==> config.mk <==
export PLATFORM = sky130hd
export DESIGN_NAME = mon_sopc_ram_arbiter
export DESIGN_NICKNAME = d
export VERILOG_FILES = /design/src/rtl/mon_sopc_ram_arb_pkg.sv /design/src/rtl/mon_sopc_rr_pick.sv /design/src/rtl/mon_sopc_ram_arbiter.sv
export SDC_FILE = /design/constraint.sdc
export NUM_CORES = 1
export LEC_CHECK = 0
export BUFFER_PORTS_ARGS = -buffer_cell sky130_fd_sc_hd__buf_2
export CAP_MARGIN = 20
export CORE_AREA = 2 2 87 89
export DETAILED_ROUTE_END_ITERATION = 10
export DIE_AREA = 0 0 89 91
export GPL_TIMING_DRIVEN = 0
export PLACE_DENSITY = 0.64
export SETUP_SLACK_MARGIN = 0.1
export SLEW_MARGIN = 20
export SYNTH_ARGS = -nofsm -noshare
export SYNTH_HDL_FRONTEND = slang
export SYNTH_SLANG_ARGS = --single-unit
==> constraint.sdc <==
create_clock -name clk -period 1.8 [get_ports clk]
set_input_delay 0.09 -clock clk [delete_from_list [all_inputs] [get_ports clk]]
set_output_delay 0.09 -clock clk [all_outputs]
set_load 0.02 [all_outputs]
==> src/rtl/mon_sopc_ram_arb_pkg.sv <==
// ---------------------------------------------------------------------------
// mon_sopc_ram_arb_pkg
// Shared definitions for the mon_sopc on-chip RAM arbiter:
//   - RAM geometry (address/data/byte-enable widths, default depth)
//   - arbiter FSM state encoding
//   - next_rr(): round-robin winner search starting after the last winner
// ---------------------------------------------------------------------------
package mon_sopc_ram_arb_pkg;

  localparam int ADDR_W        = 13;
  localparam int DATA_W        = 32;
  localparam int BE_W          = 4;
  localparam int RAM_DEPTH_DEF = 5120;

  // Requester index width covers the largest legal NUM_REQ (4).
  localparam int MAX_REQ = 4;
  localparam int IDX_W   = 2;

  typedef enum logic {
    IDLE  = 1'b0,
    ISSUE = 1'b1
  } arb_state_t;

  // Scan ptr+1, ptr+2, ... modulo num_req and return the first active index.
  // The last candidate is ptr itself, so a lone requester keeps winning.
  // With no active request the pointer is returned unchanged.
  function automatic logic [IDX_W-1:0] next_rr(
    input logic [MAX_REQ-1:0] req_vec,
    input logic [IDX_W-1:0]   ptr,
    input int                 num_req
  );
    logic [IDX_W-1:0] win;
    logic             found;
    int               idx;
    win   = ptr;
    found = 1'b0;
    for (int k = 1; k <= MAX_REQ; k++) begin
      idx = (int'(ptr) + k) % num_req;
      if ((k <= num_req) && !found && req_vec[idx]) begin
        win   = idx[IDX_W-1:0];
        found = 1'b1;
      end else begin
        win   = win;
      end
    end
    return win;
  endfunction

endpackage

==> src/rtl/mon_sopc_rr_pick.sv <==
// ---------------------------------------------------------------------------
// mon_sopc_rr_pick
// Purely combinational round-robin selector.
// Ports:
//   req_vec  in  NUM_REQ  active request per requester
//   ptr      in  IDX_W    index of the previous winner
//   winner   out IDX_W    first active index after ptr (modulo NUM_REQ)
//   any_req  out 1        at least one request active
// ---------------------------------------------------------------------------
module mon_sopc_rr_pick
  import mon_sopc_ram_arb_pkg::*;
#(
  parameter int NUM_REQ = 2
) (
  input  logic [NUM_REQ-1:0] req_vec,
  input  logic [IDX_W-1:0]   ptr,
  output logic [IDX_W-1:0]   winner,
  output logic               any_req
);

  logic [MAX_REQ-1:0] req_ext_s;

  // Widen the request vector to the package width and run the search.
  always_comb begin
    req_ext_s              = {MAX_REQ{1'b0}};
    req_ext_s[NUM_REQ-1:0] = req_vec;
    winner                 = next_rr(req_ext_s, ptr, NUM_REQ);
    any_req                = |req_vec;
  end

endmodule

==> src/rtl/mon_sopc_ram_arbiter.sv <==
// ---------------------------------------------------------------------------
// mon_sopc_ram_arbiter
// Round-robin arbiter sharing the single-port on-chip RAM (13-bit word
// address, 32-bit data, 4 byte lanes) between NUM_REQ Avalon-MM requesters.
// One access is granted every two clocks: IDLE arbitrates, ISSUE forwards
// the granted requester's live command to the RAM. Read data returns one
// cycle after acceptance straight from the RAM output.
//
// Ports:
//   clk, reset            clock, synchronous active-high reset
//   req_address           NUM_REQ x 13  word address, requester i at [i*13+:13]
//   req_byteenable        NUM_REQ x 4   byte enables
//   req_writedata         NUM_REQ x 32  write data
//   req_read, req_write   NUM_REQ       command strobes
//   req_waitrequest       NUM_REQ       low only for the granted requester in ISSUE
//   req_readdatavalid     NUM_REQ       one-cycle read-return pulse
//   req_readdata          32            shared read data
//   ram_*                 RAM command outputs / readdata input
//   range_err             NUM_REQ       (MON_SOPC_RAM_ARB_RANGE_CHK_EN only)
//                                       sticky out-of-range access flag
//
// Optional feature macro: MON_SOPC_RAM_ARB_RANGE_CHK_EN
//   When defined, addresses >= RAM_DEPTH are accepted but not forwarded
//   (chipselect held low); such reads return zero data.
// ---------------------------------------------------------------------------
module mon_sopc_ram_arbiter
  import mon_sopc_ram_arb_pkg::*;
#(
  parameter int NUM_REQ   = 2,
  parameter int RAM_DEPTH = RAM_DEPTH_DEF
) (
  input  logic                      clk,
  input  logic                      reset,
  input  logic [NUM_REQ*ADDR_W-1:0] req_address,
  input  logic [NUM_REQ*BE_W-1:0]   req_byteenable,
  input  logic [NUM_REQ*DATA_W-1:0] req_writedata,
  input  logic [NUM_REQ-1:0]        req_read,
  input  logic [NUM_REQ-1:0]        req_write,
  output logic [NUM_REQ-1:0]        req_waitrequest,
  output logic [NUM_REQ-1:0]        req_readdatavalid,
  output logic [DATA_W-1:0]         req_readdata,
  output logic [ADDR_W-1:0]         ram_address,
  output logic [BE_W-1:0]           ram_byteenable,
  output logic [DATA_W-1:0]         ram_writedata,
  output logic                      ram_chipselect,
  output logic                      ram_write,
  input  logic [DATA_W-1:0]         ram_readdata
`ifdef MON_SOPC_RAM_ARB_RANGE_CHK_EN
  ,
  output logic [NUM_REQ-1:0]        range_err
`endif
);

  arb_state_t         state_r;
  arb_state_t         state_nxt_s;
  logic [IDX_W-1:0]   grant_r;
  logic [IDX_W-1:0]   rr_ptr_r;
  logic [IDX_W-1:0]   winner_s;
  logic               any_req_s;
  logic [NUM_REQ-1:0] active_s;
  logic [NUM_REQ-1:0] rvalid_r;
  logic [ADDR_W-1:0]  g_addr_s;
  logic [BE_W-1:0]    g_be_s;
  logic [DATA_W-1:0]  g_wdata_s;
  logic               g_read_s;
  logic               g_write_s;
  logic               in_range_s;
  logic               accept_rd_s;

  assign active_s = req_read | req_write;

  mon_sopc_rr_pick #(
    .NUM_REQ (NUM_REQ)
  ) u_rr_pick (
    .req_vec (active_s),
    .ptr     (rr_ptr_r),
    .winner  (winner_s),
    .any_req (any_req_s)
  );

  // Select the granted requester's live command fields.
  always_comb begin
    g_addr_s  = req_address[grant_r*ADDR_W +: ADDR_W];
    g_be_s    = req_byteenable[grant_r*BE_W +: BE_W];
    g_wdata_s = req_writedata[grant_r*DATA_W +: DATA_W];
    g_read_s  = req_read[grant_r];
    g_write_s = req_write[grant_r];
  end

`ifdef MON_SOPC_RAM_ARB_RANGE_CHK_EN
  localparam logic [ADDR_W:0] DEPTH_L = (ADDR_W+1)'(RAM_DEPTH);
  assign in_range_s = ({1'b0, g_addr_s} < DEPTH_L);
`else
  assign in_range_s = 1'b1;
`endif

  // A write with read also set wins; the read half is dropped.
  assign accept_rd_s = (state_r == ISSUE) && g_read_s && !g_write_s;

  // Next-state logic: IDLE arbitrates, ISSUE always lasts one cycle.
  always_comb begin
    state_nxt_s = state_r;
    case (state_r)
      IDLE: begin
        if (any_req_s) begin
          state_nxt_s = ISSUE;
        end else begin
          state_nxt_s = IDLE;
        end
      end
      ISSUE:   state_nxt_s = IDLE;
      default: state_nxt_s = IDLE;
    endcase
  end

  // RAM command and waitrequest, driven from the granted requester in ISSUE.
  always_comb begin
    ram_address     = g_addr_s;
    ram_byteenable  = g_be_s;
    ram_writedata   = g_wdata_s;
    ram_chipselect  = 1'b0;
    ram_write       = 1'b0;
    req_waitrequest = {NUM_REQ{1'b1}};
    if (state_r == ISSUE) begin
      ram_chipselect           = (g_read_s | g_write_s) & in_range_s;
      ram_write                = g_write_s;
      req_waitrequest[grant_r] = 1'b0;
    end else begin
      ram_chipselect  = 1'b0;
      ram_write       = 1'b0;
    end
  end

  // Reset also masks a valid pulse already in its return cycle.
  always_comb begin
    if (reset) begin
      req_readdatavalid = {NUM_REQ{1'b0}};
    end else begin
      req_readdatavalid = rvalid_r;
    end
  end

  // FSM state, grant/pointer and read-return registers.
  always_ff @(posedge clk) begin
    if (reset) begin
      state_r  <= IDLE;
      grant_r  <= {IDX_W{1'b0}};
      rr_ptr_r <= IDX_W'(NUM_REQ - 1);
      rvalid_r <= {NUM_REQ{1'b0}};
    end else begin
      state_r  <= state_nxt_s;
      rvalid_r <= {NUM_REQ{1'b0}};
      if ((state_r == IDLE) && any_req_s) begin
        grant_r  <= winner_s;
        rr_ptr_r <= winner_s;
      end
      if (accept_rd_s) begin
        rvalid_r[grant_r] <= 1'b1;
      end
    end
  end

`ifdef MON_SOPC_RAM_ARB_RANGE_CHK_EN
  logic               oor_rd_r;
  logic [NUM_REQ-1:0] range_err_r;

  // Out-of-range tracking: zero-data marker for the return cycle, sticky flags.
  always_ff @(posedge clk) begin
    if (reset) begin
      oor_rd_r    <= 1'b0;
      range_err_r <= {NUM_REQ{1'b0}};
    end else begin
      oor_rd_r <= accept_rd_s && !in_range_s;
      if ((state_r == ISSUE) && (g_read_s || g_write_s) && !in_range_s) begin
        range_err_r[grant_r] <= 1'b1;
      end
    end
  end

  assign range_err = range_err_r;

  // Read data pass-through, zeroed for an out-of-range read.
  always_comb begin
    if (oor_rd_r) begin
      req_readdata = {DATA_W{1'b0}};
    end else begin
      req_readdata = ram_readdata;
    end
  end
`else
  assign req_readdata = ram_readdata;
`endif

endmodule

==> summary.txt <==
OUTCOME
----------------------------------------------------------------------------------
Run status                                                            finished, final reports clean

PLACED DESIGN
----------------------------------------------------------------------------------
Half-perimeter wire length after detailed placement                        4039 um
GPL Wtd Cong                                                                0.6870
Number of port buffers                                                         190
Total placed instance area                                               2364 um^2

SETUP PATH
----------------------------------------------------------------------------------
Number of cells traversed by the worst register-to-register path                 4
CP max stage delay                                                         0.31 ns
Worst r2r dst                                                          rvalid_r[1]
Most prevalent standard cell on the critical path                     sky130_fd_sc_hd__buf_6
Sequence of cells on the critical path                                buf_6 > buf_6 > mux2_4 > buf_2
Setup slack of the worst register-to-register path                         0.82 ns
Maximum fanout count along the critical path                                    10
Startpoint of the lowest-slack register-to-register path                grant_r[0]
Crit path max-delay cell type                                         sky130_fd_sc_hd__dfxtp_1
Kind of end point of the critical path                                  output pin
Data required time of the worst path                                       1.71 ns
Data arrival, critical path                                                1.38 ns
Critical Path Start                                                     grant_r[0]
Element type at the critical path start                                   register
Type of the worst setup path                                          register to output pin

CLOCKING
----------------------------------------------------------------------------------
CTS Sinks                                                                        5
Quantity of hold-fixing buffers added after cts                                  0
Clock-pin slew on the worst setup and hold paths                           0.03 ns
Cells resized by post-CTS repair                                                 0
Level count of the clock H-tree                                                  1
Number of buffers inserted during clock tree synthesis                           3
Maximum count of clock buffers along a single path                               2
Clk Latency, worst-skew pair                                               0.22 ns
Root cell of the clock tree                                           sky130_fd_sc_hd__clkbuf_8
Buffers inserted by post-CTS timing repair                                       0
Clock tree from TritonCTS                                                      yes

DRT
----------------------------------------------------------------------------------
Drt total wl                                                               4458 um
Ratio of routed vias to standard cells                                       3.699
Remaining DRCs                                                                   0
Per-cell routed wire length                                               10.90 um
Via total after detailed routing                                              1513
Violation count after the first detailed-routing iteration                      20
Count of antenna-violating nets left after detailed routing                      0
Total iterations of the first detailed-routing run                               4

LAYOUT
----------------------------------------------------------------------------------
Commonest cells after routing, fill and taps aside                    sky130_fd_sc_hd__buf_2, sky130_fd_sc_hd__mux2_4, sky130_fd_sc_hd__buf_4
Share of final-layout standard cells stronger than drive strength 1         0.9161
Number of filler cells placed in the layout                                    774
Final antenna diode count                                                        0
Area taken by flip-flops and latches                                    100.1 um^2
Area growth, synth to finish                                                86.89%
Number of nets in the final layout                                             447
Area of combinational cells with multiple inputs                        869.6 um^2
Layout Cell Area excl Fill                                               2409 um^2
Leading cell type in the layout, fill and taps excluded               sky130_fd_sc_hd__buf_2

FLOW RUN
----------------------------------------------------------------------------------
Count of maximum capacitance violations                                          0

TIMING
----------------------------------------------------------------------------------
Final setup fails                                                                0
RSZ-0062 raised after global routing                                         false
Number of hold-slack violations in the final timing report                       0
Max transition margin                                                       0.8368
Setup Total Neg Slack                                                         0 ns
Final-report max-slew violation count                                            0
Worst Max-Slew Pin Slew                                                  0.2439 ns
Fin crit share                                                              0.8142
Worst clock skew on the final layout                                  0.0002698 ns
Post-layout minimum cycle time                                            1.466 ns
Final Hold Slack                                                        0.06476 ns
Upper clock frequency limit                                              682.3 MHz

DIE
----------------------------------------------------------------------------------
Core Footprint                                                           7137 um^2
DIE AREA                                                                 8099 um^2
Die width                                                                    89 um
Number of rows in the core area                                                 31
Vert. Die Dim                                                                91 um
Initial core utilization                                                    0.1806
Top Ports                                                                      223

PWR
----------------------------------------------------------------------------------
Max IR drop VDD                                                           387.9 uV
Total power of the final layout                                           1.140 mW
Pwr per Cell Area                                                     473.3 nW/um^2
Total leakage power                                                       1.402 nW

MIN PATH
----------------------------------------------------------------------------------
Path type of the worst min-delay path                                 input port to register
Worst hold path stage count                                                      2
Origin of the worst min-delay path                                    req_write[1]
Worst hold path endpoint                                               rvalid_r[1]

GLOBAL ROUTE
----------------------------------------------------------------------------------
Largest net degree at the start of global routing                               11
Global route total overflow                                                      0
Global routing usage summed across all routing layers                      0.09132
Number of global-route vias before repair                                     1373
Wire length of the first global-routing pass                               5989 um
Number of antenna violations at the first check in global routing                0

LOGIC SYNTHESIS
----------------------------------------------------------------------------------
Total nets after synthesis                                                     252
Portion of the post-synthesis area used by sequential elements             0.07767
Average size of a mapped cell                                           11.11 um^2
Post-synthesis cell type count                                                  23
Post-synthesis cell count                                                      116
Netlist Area Pre-Place                                                   1289 um^2
Warnings, synthesis                                                              0
Yosys reg bits                                                                   5

where the power goes:
group	switching, mW	internal [mW]
clock network	0.0557	0.152
registers	0.00583	0.119
logic	0.384	0.423
cell type report:
type                       instances  share of cell area
clock buffer                       4             0.01870
sequential                         5             0.04156
tap                               99             0.05143
timing repair buffer             190              0.3948
multi-input combinational         70              0.3610
buffer                            38              0.1278
inverter                           3            0.004675
sequential cells by signal (all words and copies together), names as in the netlist:
signal / count
rvalid_r: 2
grant_r: 1
rr_ptr_r: 1
state_r: 1
stage by stage:
stage	worst slack, ns	cells	util
floorplan	0.7469	116	-
global placement	0.5440	405	0.3312
detailed placement	0.5423	405	0.3312
CTS	0.3022	409	0.3375
global route	0.2504	409	0.3375
finish	0.3344	409	0.3375
cell families after synthesis:
group	count (synthesis)	share of synthesized area
mux	50	0.5699
flops	5	0.07767
simple gates	14	0.06213
compound gates	6	0.04272
buf+inv	41	0.2476
per-layer routing:
layer  track usage  share of wire
met2        0.1884           0.54
met3       0.01000           0.11
met5             0              0
met1       0.08902           0.35
met4       0.02985          0.010
worst max-delay path: cells and delay by family, from the launching register on:
kind,cells,cell delay [ns]
mux,1,0.31
flops,1,0.31
buf+inv,3,0.52
worst max path at each step:
stage                            to  cells after the start
floorplan            ram_chipselect                      4
global placement    ram_address[11]                      4
detailed placement   ram_address[2]                      4
CTS                 ram_address[11]                      4
global route         ram_address[2]                      4
finish              ram_address[11]                      4
synthesized netlist by cell type:
cell type	count	share of area
sky130_fd_sc_hd__a21oi_1	1	0.0039
sky130_fd_sc_hd__buf_4	32	0.19
sky130_fd_sc_hd__buf_6	6	0.052
sky130_fd_sc_hd__dfxtp_1	5	0.078
sky130_fd_sc_hd__inv_1	3	0.0087
sky130_fd_sc_hd__mux2_2	3	0.026
sky130_fd_sc_hd__mux2_4	46	0.54
sky130_fd_sc_hd__mux2i_1	1	0.0078
sky130_fd_sc_hd__nand2_1	1	0.0029
sky130_fd_sc_hd__nand2b_1	2	0.0097
sky130_fd_sc_hd__nand3_1	1	0.0039
sky130_fd_sc_hd__nand3b_1	1	0.0058
sky130_fd_sc_hd__nor2_1	3	0.0087
sky130_fd_sc_hd__nor2b_1	2	0.0097
sky130_fd_sc_hd__nor3_1	1	0.0039
sky130_fd_sc_hd__nor3_2	1	0.0078
sky130_fd_sc_hd__o211ai_1	1	0.0058
sky130_fd_sc_hd__o21a_1	1	0.0058
sky130_fd_sc_hd__o21ba_2	1	0.0078
sky130_fd_sc_hd__o221ai_1	1	0.0068
sky130_fd_sc_hd__o32ai_2	1	0.013
sky130_fd_sc_hd__or2_1	1	0.0049
sky130_fd_sc_hd__or2_2	1	0.0049
Note: power is estimated with default switching activity, not from simulation.
